**src/rtl/baw_round_ctrl_if.sv**
```systemverilog
// Button, switch, comparator and display bundle for the round sequencer.
// slave: sequencer side; master: panel/comparator/display side.
interface baw_round_ctrl_if #(
    parameter int CARDS = 9
);
    logic             clr;
    logic             btn_start;
    logic             btn_p1;
    logic             btn_p2;
    logic             btn_confirm;
    logic             btn_next;
    logic [CARDS-1:0] sel;
    logic [1:0]       match_result;
    logic [2:0]       state;
    logic [3:0]       p1_card;
    logic [3:0]       p2_card;
    logic             p1_locked;
    logic             p2_locked;
    logic             cmp_strobe;
    logic             score_pulse;
    logic             sel_err;
    logic [3:0]       round;
    logic [3:0]       p1_wins;
    logic [3:0]       p2_wins;
    logic [CARDS-1:0] p1_used;
    logic [CARDS-1:0] p2_used;
    logic             finish;
    logic [1:0]       game_result;

    modport slave (
        input  clr, btn_start, btn_p1, btn_p2, btn_confirm, btn_next,
        input  sel, match_result,
        output state, p1_card, p2_card, p1_locked, p2_locked,
        output cmp_strobe, score_pulse, sel_err,
        output round, p1_wins, p2_wins, p1_used, p2_used,
        output finish, game_result
    );

    modport master (
        output clr, btn_start, btn_p1, btn_p2, btn_confirm, btn_next,
        output sel, match_result,
        input  state, p1_card, p2_card, p1_locked, p2_locked,
        input  cmp_strobe, score_pulse, sel_err,
        input  round, p1_wins, p2_wins, p1_used, p2_used,
        input  finish, game_result
    );
endinterface

```
**src/rtl/baw_round_ctrl.sv**
```systemverilog
// Black-and-white card game round sequencer: turn order, card locking,
// compare strobe, score counters and game-over detection.
// Ports: clk, resetn (async, active low), bus (baw_round_ctrl_if.slave).
module baw_round_ctrl #(
    parameter int CARDS      = 9,
    parameter int ROUNDS     = 9,
    parameter int WIN_TARGET = 5
) (
    input  logic             clk,
    input  logic             resetn,
    baw_round_ctrl_if.slave  bus
);
    typedef enum logic [2:0] {
        IDLE    = 3'd0,
        READY   = 3'd1,
        P1_SEL  = 3'd2,
        P2_SEL  = 3'd3,
        COMPARE = 3'd4,
        SCORE   = 3'd5,
        SHOW    = 3'd6,
        DONE    = 3'd7
    } stateT;

    stateT            curState;
    stateT            nxtState;

    logic [4:0]       btnNow;
    logic [4:0]       btnPrev;
    logic [4:0]       btnEdge;

    logic [3:0]       p1Card;
    logic [3:0]       p2Card;
    logic             p1Lock;
    logic             p2Lock;
    logic [3:0]       roundCnt;
    logic [3:0]       p1Wins;
    logic [3:0]       p2Wins;
    logic [CARDS-1:0] p1Used;
    logic [CARDS-1:0] p2Used;
    logic             finishQ;
    logic [1:0]       resultQ;

    logic [3:0]       selIdx;
    logic             selOneHot;
    logic             p1Ok;
    logic             p2Ok;
    logic             finishNow;

    logic             newGame;
    logic             lock1;
    logic             lock2;
    logic             doScore;
    logic             inShow;
    logic             unlock;
    logic             endGame;
    logic             cmpStrobe;
    logic             selErr;

    assign btnNow = {bus.btn_next, bus.btn_confirm, bus.btn_p2,
                     bus.btn_p1, bus.btn_start};
    assign btnEdge = btnNow & ~btnPrev;

    always_comb begin
        selIdx = '0;
        for (int i = 0; i < CARDS; i++) begin
            if (bus.sel[i]) selIdx = 4'(i);
        end
    end

    assign selOneHot = $onehot(bus.sel);
    assign p1Ok = selOneHot && ((bus.sel & p1Used) == '0);
    assign p2Ok = selOneHot && ((bus.sel & p2Used) == '0);

    assign finishNow = (p1Wins == 4'(WIN_TARGET)) |
                       (p2Wins == 4'(WIN_TARGET)) |
                       (roundCnt == 4'(ROUNDS));

    always_ff @(posedge clk or negedge resetn) begin
        if (!resetn) curState <= IDLE;
        else         curState <= nxtState;
    end

    always_comb begin
        nxtState  = curState;
        newGame   = 1'b0;
        lock1     = 1'b0;
        lock2     = 1'b0;
        doScore   = 1'b0;
        inShow    = 1'b0;
        unlock    = 1'b0;
        endGame   = 1'b0;
        cmpStrobe = 1'b0;
        selErr    = 1'b0;
        if (bus.clr) begin
            nxtState = IDLE;
        end else begin
            unique case (curState)
                IDLE, DONE: begin
                    if (btnEdge[0]) begin
                        newGame  = 1'b1;
                        nxtState = READY;
                    end
                end
                READY: begin
                    // lock states make these three mutually exclusive
                    if (btnEdge[1] && !p1Lock)
                        nxtState = P1_SEL;
                    else if (btnEdge[2] && p1Lock && !p2Lock)
                        nxtState = P2_SEL;
                    else if (btnEdge[3] && p1Lock && p2Lock)
                        nxtState = COMPARE;
                end
                P1_SEL: begin
                    if (btnEdge[3]) begin
                        if (p1Ok) begin
                            lock1    = 1'b1;
                            nxtState = READY;
                        end else begin
                            selErr = 1'b1;
                        end
                    end
                end
                P2_SEL: begin
                    if (btnEdge[3]) begin
                        if (p2Ok) begin
                            lock2    = 1'b1;
                            nxtState = READY;
                        end else begin
                            selErr = 1'b1;
                        end
                    end
                end
                COMPARE: begin
                    cmpStrobe = 1'b1;
                    nxtState  = SCORE;
                end
                SCORE: begin
                    doScore  = 1'b1;
                    nxtState = SHOW;
                end
                SHOW: begin
                    inShow = 1'b1;
                    if (btnEdge[4]) begin
                        if (finishNow) begin
                            endGame  = 1'b1;
                            nxtState = DONE;
                        end else begin
                            unlock   = 1'b1;
                            nxtState = READY;
                        end
                    end
                end
            endcase
        end
    end

    always_ff @(posedge clk or negedge resetn) begin
        if (!resetn) begin
            btnPrev  <= '0;
            p1Card   <= '0;
            p2Card   <= '0;
            p1Lock   <= 1'b0;
            p2Lock   <= 1'b0;
            roundCnt <= '0;
            p1Wins   <= '0;
            p2Wins   <= '0;
            p1Used   <= '0;
            p2Used   <= '0;
            finishQ  <= 1'b0;
            resultQ  <= '0;
        end else if (bus.clr) begin
            btnPrev  <= '0;
            p1Card   <= '0;
            p2Card   <= '0;
            p1Lock   <= 1'b0;
            p2Lock   <= 1'b0;
            roundCnt <= '0;
            p1Wins   <= '0;
            p2Wins   <= '0;
            p1Used   <= '0;
            p2Used   <= '0;
            finishQ  <= 1'b0;
            resultQ  <= '0;
        end else begin
            btnPrev <= btnNow;
            if (newGame) begin
                p1Card   <= '0;
                p2Card   <= '0;
                p1Lock   <= 1'b0;
                p2Lock   <= 1'b0;
                roundCnt <= '0;
                p1Wins   <= '0;
                p2Wins   <= '0;
                p1Used   <= '0;
                p2Used   <= '0;
                finishQ  <= 1'b0;
                resultQ  <= '0;
            end
            if (lock1) begin
                p1Card <= selIdx;
                p1Lock <= 1'b1;
            end
            if (lock2) begin
                p2Card <= selIdx;
                p2Lock <= 1'b1;
            end
            if (doScore) begin
                unique case (1'b1)
                    bus.match_result == 2'b01:
                        if (p1Wins != 4'(WIN_TARGET)) p1Wins <= p1Wins + 4'd1;
                    bus.match_result == 2'b10:
                        if (p2Wins != 4'(WIN_TARGET)) p2Wins <= p2Wins + 4'd1;
                    default: ;
                endcase
                if (roundCnt != 4'(ROUNDS)) roundCnt <= roundCnt + 4'd1;
                p1Used <= p1Used | (CARDS'(1) << p1Card);
                p2Used <= p2Used | (CARDS'(1) << p2Card);
            end
            if (inShow) finishQ <= finishNow;
            if (unlock) begin
                // cards stay latched so the display keeps the last play
                p1Lock <= 1'b0;
                p2Lock <= 1'b0;
            end
            if (endGame) begin
                if (p1Wins > p2Wins)      resultQ <= 2'b01;
                else if (p2Wins > p1Wins) resultQ <= 2'b10;
                else                      resultQ <= 2'b00;
            end
        end
    end

    assign bus.state       = curState;
    assign bus.p1_card     = p1Card;
    assign bus.p2_card     = p2Card;
    assign bus.p1_locked   = p1Lock;
    assign bus.p2_locked   = p2Lock;
    assign bus.cmp_strobe  = cmpStrobe;
    assign bus.score_pulse = doScore;
    assign bus.sel_err     = selErr;
    assign bus.round       = roundCnt;
    assign bus.p1_wins     = p1Wins;
    assign bus.p2_wins     = p2Wins;
    assign bus.p1_used     = p1Used;
    assign bus.p2_used     = p2Used;
    assign bus.finish      = finishQ;
    assign bus.game_result = resultQ;
endmodule

```
**src/flat_wrapper.sv**
```systemverilog
// flat-port wrapper written by rule: the top's interface ports become plain ports
module baw_round_ctrl_flat 
#(
    parameter int CARDS      = 9,
    parameter int ROUNDS     = 9,
    parameter int WIN_TARGET = 5
)
  (clk, resetn, bus_clr, bus_btn_start, bus_btn_p1, bus_btn_p2, bus_btn_confirm, bus_btn_next, bus_sel, bus_match_result, bus_state, bus_p1_card, bus_p2_card, bus_p1_locked, bus_p2_locked, bus_cmp_strobe, bus_score_pulse, bus_sel_err, bus_round, bus_p1_wins, bus_p2_wins, bus_p1_used, bus_p2_used, bus_finish, bus_game_result);
  baw_round_ctrl_if #(.CARDS(CARDS)) bus_i ();
  input  logic clk;
  input  logic resetn;
  input wire logic [$bits(bus_i.clr)-1:0] bus_clr;
  input wire logic [$bits(bus_i.btn_start)-1:0] bus_btn_start;
  input wire logic [$bits(bus_i.btn_p1)-1:0] bus_btn_p1;
  input wire logic [$bits(bus_i.btn_p2)-1:0] bus_btn_p2;
  input wire logic [$bits(bus_i.btn_confirm)-1:0] bus_btn_confirm;
  input wire logic [$bits(bus_i.btn_next)-1:0] bus_btn_next;
  input wire logic [$bits(bus_i.sel)-1:0] bus_sel;
  input wire logic [$bits(bus_i.match_result)-1:0] bus_match_result;
  output wire logic [$bits(bus_i.state)-1:0] bus_state;
  output wire logic [$bits(bus_i.p1_card)-1:0] bus_p1_card;
  output wire logic [$bits(bus_i.p2_card)-1:0] bus_p2_card;
  output wire logic [$bits(bus_i.p1_locked)-1:0] bus_p1_locked;
  output wire logic [$bits(bus_i.p2_locked)-1:0] bus_p2_locked;
  output wire logic [$bits(bus_i.cmp_strobe)-1:0] bus_cmp_strobe;
  output wire logic [$bits(bus_i.score_pulse)-1:0] bus_score_pulse;
  output wire logic [$bits(bus_i.sel_err)-1:0] bus_sel_err;
  output wire logic [$bits(bus_i.round)-1:0] bus_round;
  output wire logic [$bits(bus_i.p1_wins)-1:0] bus_p1_wins;
  output wire logic [$bits(bus_i.p2_wins)-1:0] bus_p2_wins;
  output wire logic [$bits(bus_i.p1_used)-1:0] bus_p1_used;
  output wire logic [$bits(bus_i.p2_used)-1:0] bus_p2_used;
  output wire logic [$bits(bus_i.finish)-1:0] bus_finish;
  output wire logic [$bits(bus_i.game_result)-1:0] bus_game_result;
  assign bus_i.clr = bus_clr;
  assign bus_i.btn_start = bus_btn_start;
  assign bus_i.btn_p1 = bus_btn_p1;
  assign bus_i.btn_p2 = bus_btn_p2;
  assign bus_i.btn_confirm = bus_btn_confirm;
  assign bus_i.btn_next = bus_btn_next;
  assign bus_i.sel = bus_sel;
  assign bus_i.match_result = bus_match_result;
  assign bus_state = bus_i.state;
  assign bus_p1_card = bus_i.p1_card;
  assign bus_p2_card = bus_i.p2_card;
  assign bus_p1_locked = bus_i.p1_locked;
  assign bus_p2_locked = bus_i.p2_locked;
  assign bus_cmp_strobe = bus_i.cmp_strobe;
  assign bus_score_pulse = bus_i.score_pulse;
  assign bus_sel_err = bus_i.sel_err;
  assign bus_round = bus_i.round;
  assign bus_p1_wins = bus_i.p1_wins;
  assign bus_p2_wins = bus_i.p2_wins;
  assign bus_p1_used = bus_i.p1_used;
  assign bus_p2_used = bus_i.p2_used;
  assign bus_finish = bus_i.finish;
  assign bus_game_result = bus_i.game_result;
  baw_round_ctrl #(.CARDS(CARDS), .ROUNDS(ROUNDS), .WIN_TARGET(WIN_TARGET)) u_core (.clk(clk), .resetn(resetn), .bus(bus_i));
endmodule
```
**config.mk**
```make
export PLATFORM = sky130hd
export DESIGN_NAME = baw_round_ctrl_flat
export DESIGN_NICKNAME = d
export VERILOG_FILES = /design/src/rtl/baw_round_ctrl_if.sv /design/src/rtl/baw_round_ctrl.sv /design/src/flat_wrapper.sv
export SDC_FILE = /design/constraint.sdc
export NUM_CORES = 1
export LEC_CHECK = 0
export CAP_MARGIN = 20
export CORE_MARGIN = 3
export CORE_UTILIZATION = 35
export CTS_CLUSTER_SIZE = 25
export DETAILED_ROUTE_END_ITERATION = 10
export PLACE_DENSITY = 0.68
export SLEW_MARGIN = 20
export SYNTH_ARGS = -nofsm -noshare
export SYNTH_HDL_FRONTEND = slang
export SYNTH_SLANG_ARGS = --single-unit
```
**constraint.sdc**
```tcl
create_clock -name clk -period 4.3 [get_ports clk]
set_input_delay 0.43 -clock clk [delete_from_list [all_inputs] [get_ports clk]]
set_output_delay 0.43 -clock clk [all_outputs]
set_load 0.005 [all_outputs]
```
==> impl_metrics.json <==
{
  "use_met1": 0.238,
  "synthXorXnorAreaFrac": 0.00293,
  "gr-total-overflow": 0,
  "whs_ns": 0.227,
  "synthCells": 305,
  "grt_pass1_wl_um": 13900,
  "finalCritPeriodShare": 0.954,
  "die_area_um2": 9680,
  "clk_pin_slew_worst_paths_ns": 0.09,
  "netlist_top_cells_count": "dfrtp_1, nor2_1, inv_1",
  "yosys_warnings": 0,
  "routedWlPerCell_um": 16.6,
  "gr-usage-met2": 0.288,
  "track_usage": 0.174,
  "numCtsBuffers": 5,
  "max_cap_viol_count": 0,
  "drc": 0,
  "synth_ff_type": "dfrtp_1",
  "dieWidth_um": 98.4,
  "power_mw": 0.949,
  "final_layout_size_suffix_gt1_frac": 0.116,
  "yosys.area_share.simple": 0.214,
  "cts_max_path_buffers": 2,
  "grt_pass1_vias": 2716,
  "required_ns": 3.87,
  "antenna_found_initial": 0,
  "crit_family": "adder cells",
  "yosysMostFrequentCell": "dfrtp_1",
  "busiest_layer": "met2",
  "drt_iter0_drc": 129,
  "nets": 428,
  "min_path_type": "input pin to async pin",
  "drv_slew": 0,
  "crit_path_frequent_cell": "fa_1",
  "finalNonFillerCells": 492,
  "synthTopCellsByArea": "dfrtp_1, ha_1, nor2_1",
  "slew_headroom": 0.480,
  "syn_area_um2": 2990,
  "rows": 33,
  "path_cells": "dlygate4sd2_1 -> ha_2 -> fa_1 -> inv_1 -> fa_1 -> inv_1 -> ha_2 -> fa_1 -> nor4b_4 -> and4_1 -> nand2_1 -> o2111ai_2 -> a21oi_2 -> buf_2",
  "grt_max_degree": 52,
  "finalSetupViolations": 0,
  "cp_max_fo": 2,
  "tightest_slew_ns": 0.780,
  "crit_path_start_kind": "input pin",
  "use_met3": 0.0307,
  "wl_um": 8190,
  "synth_top_family_by_area": "simple AND/OR/NAND/NOR gates",
  "ys_ff_latch": 51,
  "yosys.area.top_type_share": 0.427,
  "die_h_um": 98.4,
  "cp-end-kind": "output port",
  "syn_nets": 346,
  "core_area_um2": 8260,
  "utilization": 0.482,
  "clock_latency_ns": 0.31,
  "ant_nets": 0,
  "muxShareOfSynthArea": 0.00670,
  "crit_path_top_delay_cell": "fa_1",
  "cp_num_buf_inv": 4,
  "synthAdderAreaFrac": 0.105,
  "io_pins": 68,
  "via_per_inst": 5.46,
  "routed-via-count": 2685,
  "placedCellCount": 484,
  "dr.pass1.iters": 4,
  "max_freq_ghz": 0.244,
  "hold_viol": 0,
  "status": "completed",
  "power_density_nw_per_um2": 239,
  "async_flop_share": 1.00,
  "reg2reg_slack_ns": 2.03,
  "cts_sinks": 51,
  "synth_edf_count": 0,
  "place.gp.congestion": 0.845,
  "cp_data_arrival_time_ns": 3.67,
  "period_needed_ns": 4.10,
  "hpwl_um": 6020,
  "portBuffers": 67,
  "htree_levels": 2,
  "synth_cell_type_count": 55,
  "diodes": 0,
  "irDropWorstVdd_mv": 0.137,
  "avgSynthCellArea_um2": 9.80,
  "cts_tree": "built",
  "area_delta_synth_final_pct": 33.2,
  "synth_top_cell_by_area": "dfrtp_1",
  "synth_compound_gate_area_share": 0.193,
  "crit_start": "bus_sel[1]",
  "yosysSeqAreaShare": 0.427,
  "critPathMaxStageDelay_ns": 0.54,
  "fillers": 793,
  "r2r-start": "u_core.bus.state[2]",
  "cts_root_buffer": "clkbuf_8",
  "fin_worst_skew_ns": 0.00637,
  "floorplan.initialDensity": 0.362,
  "path_class": "input pin to output port",
  "p_leak_nw": 1.74
}
-- logic make-up (layout without fill, tap and decap cells) --
logic type | after synthesis | count (layout)
buffers and inverters | 37 | 119
AO/OA/AOI/OAI | 80 | 80
flip-flops | 51 | 51
adder cells (fa/ha/maj) | 22 | 22
AND/OR/NAND/NOR | 112 | 112
XOR/XNOR | 1 | 1
multiplexers | 2 | 2
-- final timing paths --
| check | end | depth (start not counted) |
|---|---|---|
| min | u_core.btnPrev[1] | 2 |
| max | bus_sel_err | 14 |
| max in group asynchronous | u_core.bus.state[0] | 2 |
| max reg2reg | u_core.bus.p1_wins[0] | 6 |
| min reg2reg | u_core.bus.game_result[0] | 2 |
| min in group clk | u_core.bus.game_result[0] | 2 |
-- metal layers --
metal  part of all wire  up-vias
li1                   -     1280
met1               0.46     1330
met2               0.48       65
met3              0.047       10
met4              0.011        0
met5                  0        -
-- sequential cells by signal, summed over array words and instances (netlist names) --
| register | count |
|---|---|
| u_core.bus.p2_card | 4 |
| u_core.bus.p1_card | 4 |
| u_core.bus.p2_wins | 4 |
| u_core.bus.p2_locked | 1 |
| u_core.bus.game_result | 2 |
| u_core.bus.p1_wins | 4 |
| u_core.bus.round | 4 |
| u_core.btnPrev | 5 |
| u_core.bus.state | 3 |
| u_core.bus.p2_used | 9 |
| u_core.bus.p1_used | 9 |
| u_core.bus.finish | 1 |
| u_core.bus.p1_locked | 1 |
-- cells in the final DEF (no fill, tap or decap), types with 5 or more instances in the layout --
cell | Yosys | routed
ha_1 | 17 | 13
dfrtp_1 | 51 | 51
dlygate4sd2_1 | 0 | 8
o21ai_0 | 12 | 11
a21oi_1 | 16 | 15
clkdlybuf4s50_1 | 0 | 57
nor2_1 | 27 | 27
clkbuf_8 | 0 | 6
nor3b_1 | 5 | 5
a22oi_1 | 6 | 6
a31oi_1 | 6 | 6
buf_4 | 1 | 20
nand2_1 | 14 | 14
a22o_1 | 6 | 6
inv_1 | 25 | 25
nand3_1 | 19 | 19
or3_1 | 5 | 5
nor2b_1 | 13 | 13
a32o_1 | 7 | 7
-- metrics by stage --
stage | setup TNS [ns] | area, um^2 | setup WS, ns
2_1_floorplan | 0 | 2990 | 0.653
3_3_place_gp | -0.403 | 3870 | -0.360
3_5_place_dp | -0.763 | 3870 | -0.455
4_1_cts | 0 | 3960 | 0.0689
5_1_grt | -0.0172 | 3980 | -0.0172
6_report | 0 | 3980 | 0.196
-- repair_timing --
action,4_1_cts,5_1_grt
setup buffers,1,0
pin swaps,7,4
hold endpoints to repair,0,0
hold buffers,0,0
gates resized for setup,17,4
setup endpoints to repair,1,1
-- area by class of cell --
type	count	area, um^2	share of cell area
Tap cell	105	131	0.0330
Clock inverter	1	5.00	0.00126
Timing Repair Buffer	87	801	0.201
Multi-Input combinational cell	217	1590	0.400
Clock buffer	6	82.6	0.0207
Inverter	25	93.8	0.0236
Sequential cell	51	1280	0.321
-- where the power goes --
group	internal, mW	total, mW	switching [mW]
combinational	0.0814	0.175	0.0931
clock	0.127	0.285	0.158
sequential	0.483	0.490	0.00682
total	0.691	0.949	0.258
No activity file was read; power rests on OpenSTA's default activity.
